[config.mk]
export PLATFORM = sky130hd
export DESIGN_NAME = alu_arbiter_flat
export DESIGN_NICKNAME = d
export VERILOG_FILES = /design/src/rtl/alu_arbiter_if.sv /design/src/rtl/alu_arbiter.sv /design/src/flat_wrapper.sv
export SDC_FILE = /design/constraint.sdc
export NUM_CORES = 1
export LEC_CHECK = 0
export BUFFER_PORTS_ARGS = -buffer_cell sky130_fd_sc_hd__buf_2
export CAP_MARGIN = 10
export CORE_UTILIZATION = 44
export DETAILED_ROUTE_END_ITERATION = 16
export PLACE_DENSITY = 0.79
export SLEW_MARGIN = 40
export SYNTH_ARGS = -nofsm -noshare
export SYNTH_HDL_FRONTEND = slang
export SYNTH_SLANG_ARGS = --single-unit
[constraint.sdc]
create_clock -name clk -period 1.9 [get_ports clk]
set_input_delay 0.095 -clock clk [delete_from_list [all_inputs] [get_ports clk]]
set_output_delay 0.095 -clock clk [all_outputs]
set_load 0.005 [all_outputs]
[src/rtl/alu_arbiter_if.sv]
// Request, response, ALU and flag signals between the arbiter and its neighbours.
// The arbiter uses the slave modport; requesters, the consumer and the ALU use the master side.
interface alu_arbiter_if #(
  parameter int DATA_W = 8
);
  logic              req0_valid;
  logic              req0_ready;
  logic [2:0]        req0_op;
  logic [DATA_W-1:0] req0_a;
  logic [DATA_W-1:0] req0_b;
  logic              req0_upd_flags;

  logic              req1_valid;
  logic              req1_ready;
  logic [2:0]        req1_op;
  logic [DATA_W-1:0] req1_a;
  logic [DATA_W-1:0] req1_b;
  logic              req1_upd_flags;

  logic              resp_valid;
  logic              resp_ready;
  logic              resp_id;
  logic [DATA_W-1:0] resp_data;
  logic              resp_c;
  logic              resp_z;

  logic [2:0]        alu_operation;
  logic [DATA_W-1:0] alu_a;
  logic [DATA_W-1:0] alu_b;
  logic [DATA_W-1:0] alu_c;
  logic              alu_c_flag;
  logic              alu_z_flag;

  logic              flags_c;
  logic              flags_z;

  modport slave (
    input  req0_valid, req0_op, req0_a, req0_b, req0_upd_flags,
    input  req1_valid, req1_op, req1_a, req1_b, req1_upd_flags,
    output req0_ready, req1_ready,
    output resp_valid, resp_id, resp_data, resp_c, resp_z,
    input  resp_ready,
    output alu_operation, alu_a, alu_b,
    input  alu_c, alu_c_flag, alu_z_flag,
    output flags_c, flags_z
  );

  modport master (
    output req0_valid, req0_op, req0_a, req0_b, req0_upd_flags,
    output req1_valid, req1_op, req1_a, req1_b, req1_upd_flags,
    input  req0_ready, req1_ready,
    input  resp_valid, resp_id, resp_data, resp_c, resp_z,
    output resp_ready,
    input  alu_operation, alu_a, alu_b,
    output alu_c, alu_c_flag, alu_z_flag,
    input  flags_c, flags_z
  );
endinterface

[src/rtl/alu_arbiter.sv]
// Two-port arbiter for one shared ALU: accept -> response valid 2 cycles later, 3 cycles per op minimum.
// Backpressure: a stalled response holds the FSM in RESP; no requester gets ready until the handshake.
module alu_arbiter #(
  parameter int FIXED_PRIORITY = 0,
  parameter int DATA_W         = 8
) (
  input logic          clk,
  input logic          rst,
  alu_arbiter_if.slave bus
);

  typedef enum logic [1:0] {IDLE, EXEC, RESP} state_t;

  state_t            state;
  logic              last_grant;
  logic              id_q;
  logic              upd_q;
  logic [2:0]        op_q;
  logic [DATA_W-1:0] a_q;
  logic [DATA_W-1:0] b_q;

  logic              resp_valid_q;
  logic              resp_id_q;
  logic [DATA_W-1:0] resp_data_q;
  logic              resp_c_q;
  logic              resp_z_q;
  logic              flags_c_q;
  logic              flags_z_q;

  logic              idle;
  logic              rr_pick1;
  logic              win1;
  logic              any_req;

  // On a tie, round-robin hands port 1 the grant only if port 0 had the last one.
  assign idle     = (state == IDLE);
  assign rr_pick1 = (FIXED_PRIORITY == 0) && !last_grant;
  assign win1     = bus.req1_valid && (!bus.req0_valid || rr_pick1);
  assign any_req  = bus.req0_valid || bus.req1_valid;

  assign bus.req0_ready = idle && bus.req0_valid && !win1;
  assign bus.req1_ready = idle && win1;

  // The ALU sees only latched operands, so its inputs never move outside an accept.
  assign bus.alu_operation = op_q;
  assign bus.alu_a         = a_q;
  assign bus.alu_b         = b_q;

  assign bus.resp_valid = resp_valid_q;
  assign bus.resp_id    = resp_id_q;
  assign bus.resp_data  = resp_data_q;
  assign bus.resp_c     = resp_c_q;
  assign bus.resp_z     = resp_z_q;
  assign bus.flags_c    = flags_c_q;
  assign bus.flags_z    = flags_z_q;

  always_ff @(posedge clk or posedge rst) begin
    if (rst) begin
      state        <= IDLE;
      last_grant   <= 1'b1;
      id_q         <= 1'b0;
      upd_q        <= 1'b0;
      op_q         <= '0;
      a_q          <= '0;
      b_q          <= '0;
      resp_valid_q <= 1'b0;
      resp_id_q    <= 1'b0;
      resp_data_q  <= '0;
      resp_c_q     <= 1'b0;
      resp_z_q     <= 1'b0;
      flags_c_q    <= 1'b0;
      flags_z_q    <= 1'b0;
    end else begin
      case (state)
        IDLE: begin
          if (any_req) begin
            op_q       <= win1 ? bus.req1_op        : bus.req0_op;
            a_q        <= win1 ? bus.req1_a         : bus.req0_a;
            b_q        <= win1 ? bus.req1_b         : bus.req0_b;
            upd_q      <= win1 ? bus.req1_upd_flags : bus.req0_upd_flags;
            id_q       <= win1;
            last_grant <= win1;
            state      <= EXEC;
          end
        end
        EXEC: begin
          resp_valid_q <= 1'b1;
          resp_id_q    <= id_q;
          resp_data_q  <= bus.alu_c;
          resp_c_q     <= bus.alu_c_flag;
          resp_z_q     <= bus.alu_z_flag;
          // Flags commit here, independent of when the consumer takes the response.
          if (upd_q) begin
            flags_c_q <= bus.alu_c_flag;
            flags_z_q <= bus.alu_z_flag;
          end
          state <= RESP;
        end
        RESP: begin
          if (bus.resp_ready) begin
            resp_valid_q <= 1'b0;
            state        <= IDLE;
          end
        end
        default: state <= IDLE;
      endcase
    end
  end

endmodule

[src/flat_wrapper.sv]
// flat-port wrapper written by rule: the top's interface ports become plain ports
module alu_arbiter_flat 
#(
  parameter int FIXED_PRIORITY = 0,
  parameter int DATA_W         = 8
)
  (clk, rst, bus_req0_valid, bus_req0_op, bus_req0_a, bus_req0_b, bus_req0_upd_flags, bus_req1_valid, bus_req1_op, bus_req1_a, bus_req1_b, bus_req1_upd_flags, bus_req0_ready, bus_req1_ready, bus_resp_valid, bus_resp_id, bus_resp_data, bus_resp_c, bus_resp_z, bus_resp_ready, bus_alu_operation, bus_alu_a, bus_alu_b, bus_alu_c, bus_alu_c_flag, bus_alu_z_flag, bus_flags_c, bus_flags_z);
  alu_arbiter_if #(.DATA_W(DATA_W)) bus_i ();
  input logic clk;
  input logic rst;
  input wire logic [$bits(bus_i.req0_valid)-1:0] bus_req0_valid;
  input wire logic [$bits(bus_i.req0_op)-1:0] bus_req0_op;
  input wire logic [$bits(bus_i.req0_a)-1:0] bus_req0_a;
  input wire logic [$bits(bus_i.req0_b)-1:0] bus_req0_b;
  input wire logic [$bits(bus_i.req0_upd_flags)-1:0] bus_req0_upd_flags;
  input wire logic [$bits(bus_i.req1_valid)-1:0] bus_req1_valid;
  input wire logic [$bits(bus_i.req1_op)-1:0] bus_req1_op;
  input wire logic [$bits(bus_i.req1_a)-1:0] bus_req1_a;
  input wire logic [$bits(bus_i.req1_b)-1:0] bus_req1_b;
  input wire logic [$bits(bus_i.req1_upd_flags)-1:0] bus_req1_upd_flags;
  output wire logic [$bits(bus_i.req0_ready)-1:0] bus_req0_ready;
  output wire logic [$bits(bus_i.req1_ready)-1:0] bus_req1_ready;
  output wire logic [$bits(bus_i.resp_valid)-1:0] bus_resp_valid;
  output wire logic [$bits(bus_i.resp_id)-1:0] bus_resp_id;
  output wire logic [$bits(bus_i.resp_data)-1:0] bus_resp_data;
  output wire logic [$bits(bus_i.resp_c)-1:0] bus_resp_c;
  output wire logic [$bits(bus_i.resp_z)-1:0] bus_resp_z;
  input wire logic [$bits(bus_i.resp_ready)-1:0] bus_resp_ready;
  output wire logic [$bits(bus_i.alu_operation)-1:0] bus_alu_operation;
  output wire logic [$bits(bus_i.alu_a)-1:0] bus_alu_a;
  output wire logic [$bits(bus_i.alu_b)-1:0] bus_alu_b;
  input wire logic [$bits(bus_i.alu_c)-1:0] bus_alu_c;
  input wire logic [$bits(bus_i.alu_c_flag)-1:0] bus_alu_c_flag;
  input wire logic [$bits(bus_i.alu_z_flag)-1:0] bus_alu_z_flag;
  output wire logic [$bits(bus_i.flags_c)-1:0] bus_flags_c;
  output wire logic [$bits(bus_i.flags_z)-1:0] bus_flags_z;
  assign bus_i.req0_valid = bus_req0_valid;
  assign bus_i.req0_op = bus_req0_op;
  assign bus_i.req0_a = bus_req0_a;
  assign bus_i.req0_b = bus_req0_b;
  assign bus_i.req0_upd_flags = bus_req0_upd_flags;
  assign bus_i.req1_valid = bus_req1_valid;
  assign bus_i.req1_op = bus_req1_op;
  assign bus_i.req1_a = bus_req1_a;
  assign bus_i.req1_b = bus_req1_b;
  assign bus_i.req1_upd_flags = bus_req1_upd_flags;
  assign bus_req0_ready = bus_i.req0_ready;
  assign bus_req1_ready = bus_i.req1_ready;
  assign bus_resp_valid = bus_i.resp_valid;
  assign bus_resp_id = bus_i.resp_id;
  assign bus_resp_data = bus_i.resp_data;
  assign bus_resp_c = bus_i.resp_c;
  assign bus_resp_z = bus_i.resp_z;
  assign bus_i.resp_ready = bus_resp_ready;
  assign bus_alu_operation = bus_i.alu_operation;
  assign bus_alu_a = bus_i.alu_a;
  assign bus_alu_b = bus_i.alu_b;
  assign bus_i.alu_c = bus_alu_c;
  assign bus_i.alu_c_flag = bus_alu_c_flag;
  assign bus_i.alu_z_flag = bus_alu_z_flag;
  assign bus_flags_c = bus_i.flags_c;
  assign bus_flags_z = bus_i.flags_z;
  alu_arbiter #(.FIXED_PRIORITY(FIXED_PRIORITY), .DATA_W(DATA_W)) u_core (.clk(clk), .rst(rst), .bus(bus_i));
endmodule
==> results.toml <==
[synth]
post_synth_main_area_contributors = "dfrtp_1 55%, mux2_2 34%, dfstp_2 1.6%"
synthCells = 114
post-synth-top-area-cell = "dfrtp_1"
postSynth.asyncResetShare_pct = 100.0
synth.top_cell.area_share_pct = 54.73
synth_area_sq_um = 1692
yosysMostFrequentCell = "mux2_2"
avgSynthCellArea_sq_um = 14.84
synthesis.nets = 169
synth_top_cells_by_count = "51 x mux2_2, 37 x dfrtp_1, 3 x buf_2, 3 x inv_1, 3 x o21ai_0"
synthFlopType = "dfrtp_1"
synth_edf_count = 0
synth.ff_latch_count = 38
distinct_cells_synth = 17
total_number_of_yosys_warnings = 0
yosysSeqAreaShare_pct = 56.29

[detailed_routing]
count_of_nets_left_with_antenna_violations_after_detail_routing = 0
wire_per_inst_um = 12.64
post_drt_via_cell_ratio = 4.879
vias = 1249
firstDrtPassIters = 4
drt-initial-drc-count = 23
postRouteWirelength_um = 3236
post_detailed_route_drc_marker_count = 0

[floorplanning]
ioPinCount = 90
die_width_um = 64.01
placementRows = 22
dieHeight_um = 64.01
start_util_pct = 46.21
fp.dieArea_sq_um = 4097
floorplan.core_area_sq_um = 3661

[setup_path]
crit_path_cell_trace = "a21bo_4, mux2_2, mux2_2"
startpoint_class = "flip-flop"
crit_path_start = "u_core.last_grant"
timing.critical_path.required_ns = 2.07
timing.critical_path.slowest_cell_delay_ns = 0.55
cell_with_the_largest_stage_delay_on_the_worst_path = "dfstp_2"
worst-setup-path-type = "flip-flop to flip-flop"
worstPathArrival_ns = 1.80
rr_startpoint = "u_core.last_grant"
critPathMaxFanout = 22
worstSetupEndpointType = "flip-flop"
timing.critical_path.mode_cell = "mux2_2"

[placed_design]
final_weighted_congestion_of_routability_driven_global_placement = 0.7172
post-dp-hpwl_um = 2449
placement.io_buffers = 89

[sta]
timing_max_transition_violations_final = 0
max_slew_margin_pct = 55.14
maxClockFrequency_ghz = 0.6121
final.min_clock_period_ns = 1.634
actual_slew_at_the_worst_max_slew_pin_ns = 0.6704
setup_total_negative_slack_ns = 0
fin_crit_sh_pct = 85.98
report.final.hold_viol_count = 0
grt_setup_unrepaired = "false"
timing.hold.ws_ns = 0.04212
fin_worst_skew_ns = 0.002196
setup_viol = 0

[clock_tree]
cts_setup_buffers = 0
htree_levels = 2
cts_tree = "yes"
cts_resized = 0
clock_sinks = 38
cts_hold_repair.buffers = 2
tritoncts.num_buffers = 5
clkLatencyLatePin_ns = 0.28
clockBufferDepth = 2
cts.root.buffer_cell = "clkbuf_8"
cts.clk_slew.worst_paths_ns = 0.07

[final_layout]
final.fill_count = 290
finalNetCount = 263
drive_above_1_share_pct = 71.63
final_antenna_diode_count = 0
area_growth_pct = 34.47

[grt]
number_of_global_route_vias_before_repair = 1226
grt_max_degree = 39
globalRouteTotalUtil_pct = 16.73
overflow = 0
antenna_violations_before_repair = 0
grt_first_pass_wirelength_um = 5223

[job]
max-cap-violations = 0

[status]
outcome = "complete, no violations"

[power]
power.density_cell_area_nw_per_um2 = 1460
power_leakage_nw = 1.125
peakVddDrop_uv = 668.9

[min_path]
hold_wc_path_type = "primary input to flip-flop"
hp_start = "bus_alu_c[0]"
==> flip-flops by register name, indices dropped and copies added (netlist names) <==
signal	cells
u_core.bus.resp_c	1
u_core.bus.flags_z	1
u_core.id_q	1
u_core.bus.resp_id	1
u_core.bus.alu_b	8
u_core.state	2
u_core.bus.resp_z	1
u_core.bus.resp_valid	1
u_core.bus.alu_operation	3
u_core.bus.resp_data	8
u_core.last_grant	1
u_core.bus.alu_a	8
u_core.bus.flags_c	1
u_core.upd_q	1
==> layout make-up <==
| type | count | area, sq um | area share, % |
|---|---|---|---|
| clock buffers | 7 | 76.32 | 3.355 |
| inverters | 3 | 11.26 | 0.4950 |
| multi-input cells | 68 | 701.9 | 30.86 |
| flip-flops and latches | 38 | 952.2 | 41.86 |
| well taps | 48 | 60.06 | 2.640 |
| repair buffers | 92 | 473.0 | 20.79 |
==> metrics by stage <==
step                power [mW]  instances  instance area [sq um]  setup WS [ns]  util, %
floorplan                2.300        114                   1692         0.4115        -
global placement         2.791        247                   2171         0.2993    59.30
detailed placement       2.859        247                   2178         0.2599    59.50
CTS                      3.366        256                   2275         0.2560    62.13
global route             3.570        256                   2275         0.1970    62.13
finish                   3.320        256                   2275         0.2664    62.13
==> critical path, delay by kind of cell, from the launching register on <==
family,cells,cell delay (ns)
multiplexers,2,0.64
AO/OA/AOI/OAI,1,0.32
flip-flops,1,0.55
==> cells in the final DEF (no fill, tap or decap) <==
| cell type | n |
|---|---|
| a21bo_4 | 1 |
| a21o_1 | 1 |
| a21oi_1 | 2 |
| a31oi_1 | 1 |
| and3_1 | 1 |
| buf_2 | 89 |
| buf_4 | 1 |
| clkbuf_1 | 2 |
| clkbuf_8 | 5 |
| dfrtp_1 | 37 |
| dfstp_2 | 1 |
| dlygate4sd3_1 | 2 |
| inv_1 | 3 |
| mux2_1 | 2 |
| mux2_2 | 51 |
| nand2b_1 | 2 |
| nand3b_1 | 1 |
| nor2_1 | 2 |
| nor3_1 | 1 |
| o21ai_0 | 2 |
| o21ai_4 | 1 |
==> path summary, 6_finish.rpt <==
check | to | slack (ns) | cells past startpoint
setup / recovery | u_core.bus.alu_operation[0] | 0.27 | 3
hold / removal | u_core.bus.resp_data[0] | 0.04 | 2
setup reg to reg | u_core.bus.alu_operation[0] | 0.27 | 3
hold reg to reg | u_core.id_q | 0.48 | 1
max in group asynchronous | u_core.last_grant | 1.09 | 4
min in group asynchronous | u_core.bus.resp_data[1] | 0.45 | 4
==> routing by layer <==
| metal | GRT usage, % | wire length [um] | up-vias |
|---|---|---|---|
| met2 | 28.86 | 1591 | 64 |
| li1 | - | - | 593 |
| met3 | 6.429 | 296 | 4 |
| met4 | 5.114 | 22 | 0 |
| met1 | 19.01 | 1326 | 588 |
| met5 | 0 | 0 | - |
==> kinds of logic (layout without fill, tap and decap cells) <==
| kind of cell | Yosys count | count (layout) | share of synthesized area, % |
|---|---|---|---|
| DFF | 38 | 38 | 56.29 |
| muxes | 53 | 53 | 35.28 |
| and+or+nand+nor | 7 | 7 | 2.293 |
| AOI/OAI and AO/OA | 8 | 8 | 3.255 |
| buffers and inverters | 8 | 102 | 2.884 |
==> power breakdown <==
group / leakage (nW) / total [mW] / internal (mW) / switching [mW]
Combinational: 0.641 / 1.36 / 0.826 / 0.536
Sequential: 0.445 / 1.46 / 1.24 / 0.223
Clock: 0.0383 / 0.497 / 0.252 / 0.245
Total: 1.12 / 3.32 / 2.32 / 1.00
Note: power is estimated with default switching activity, not from simulation.
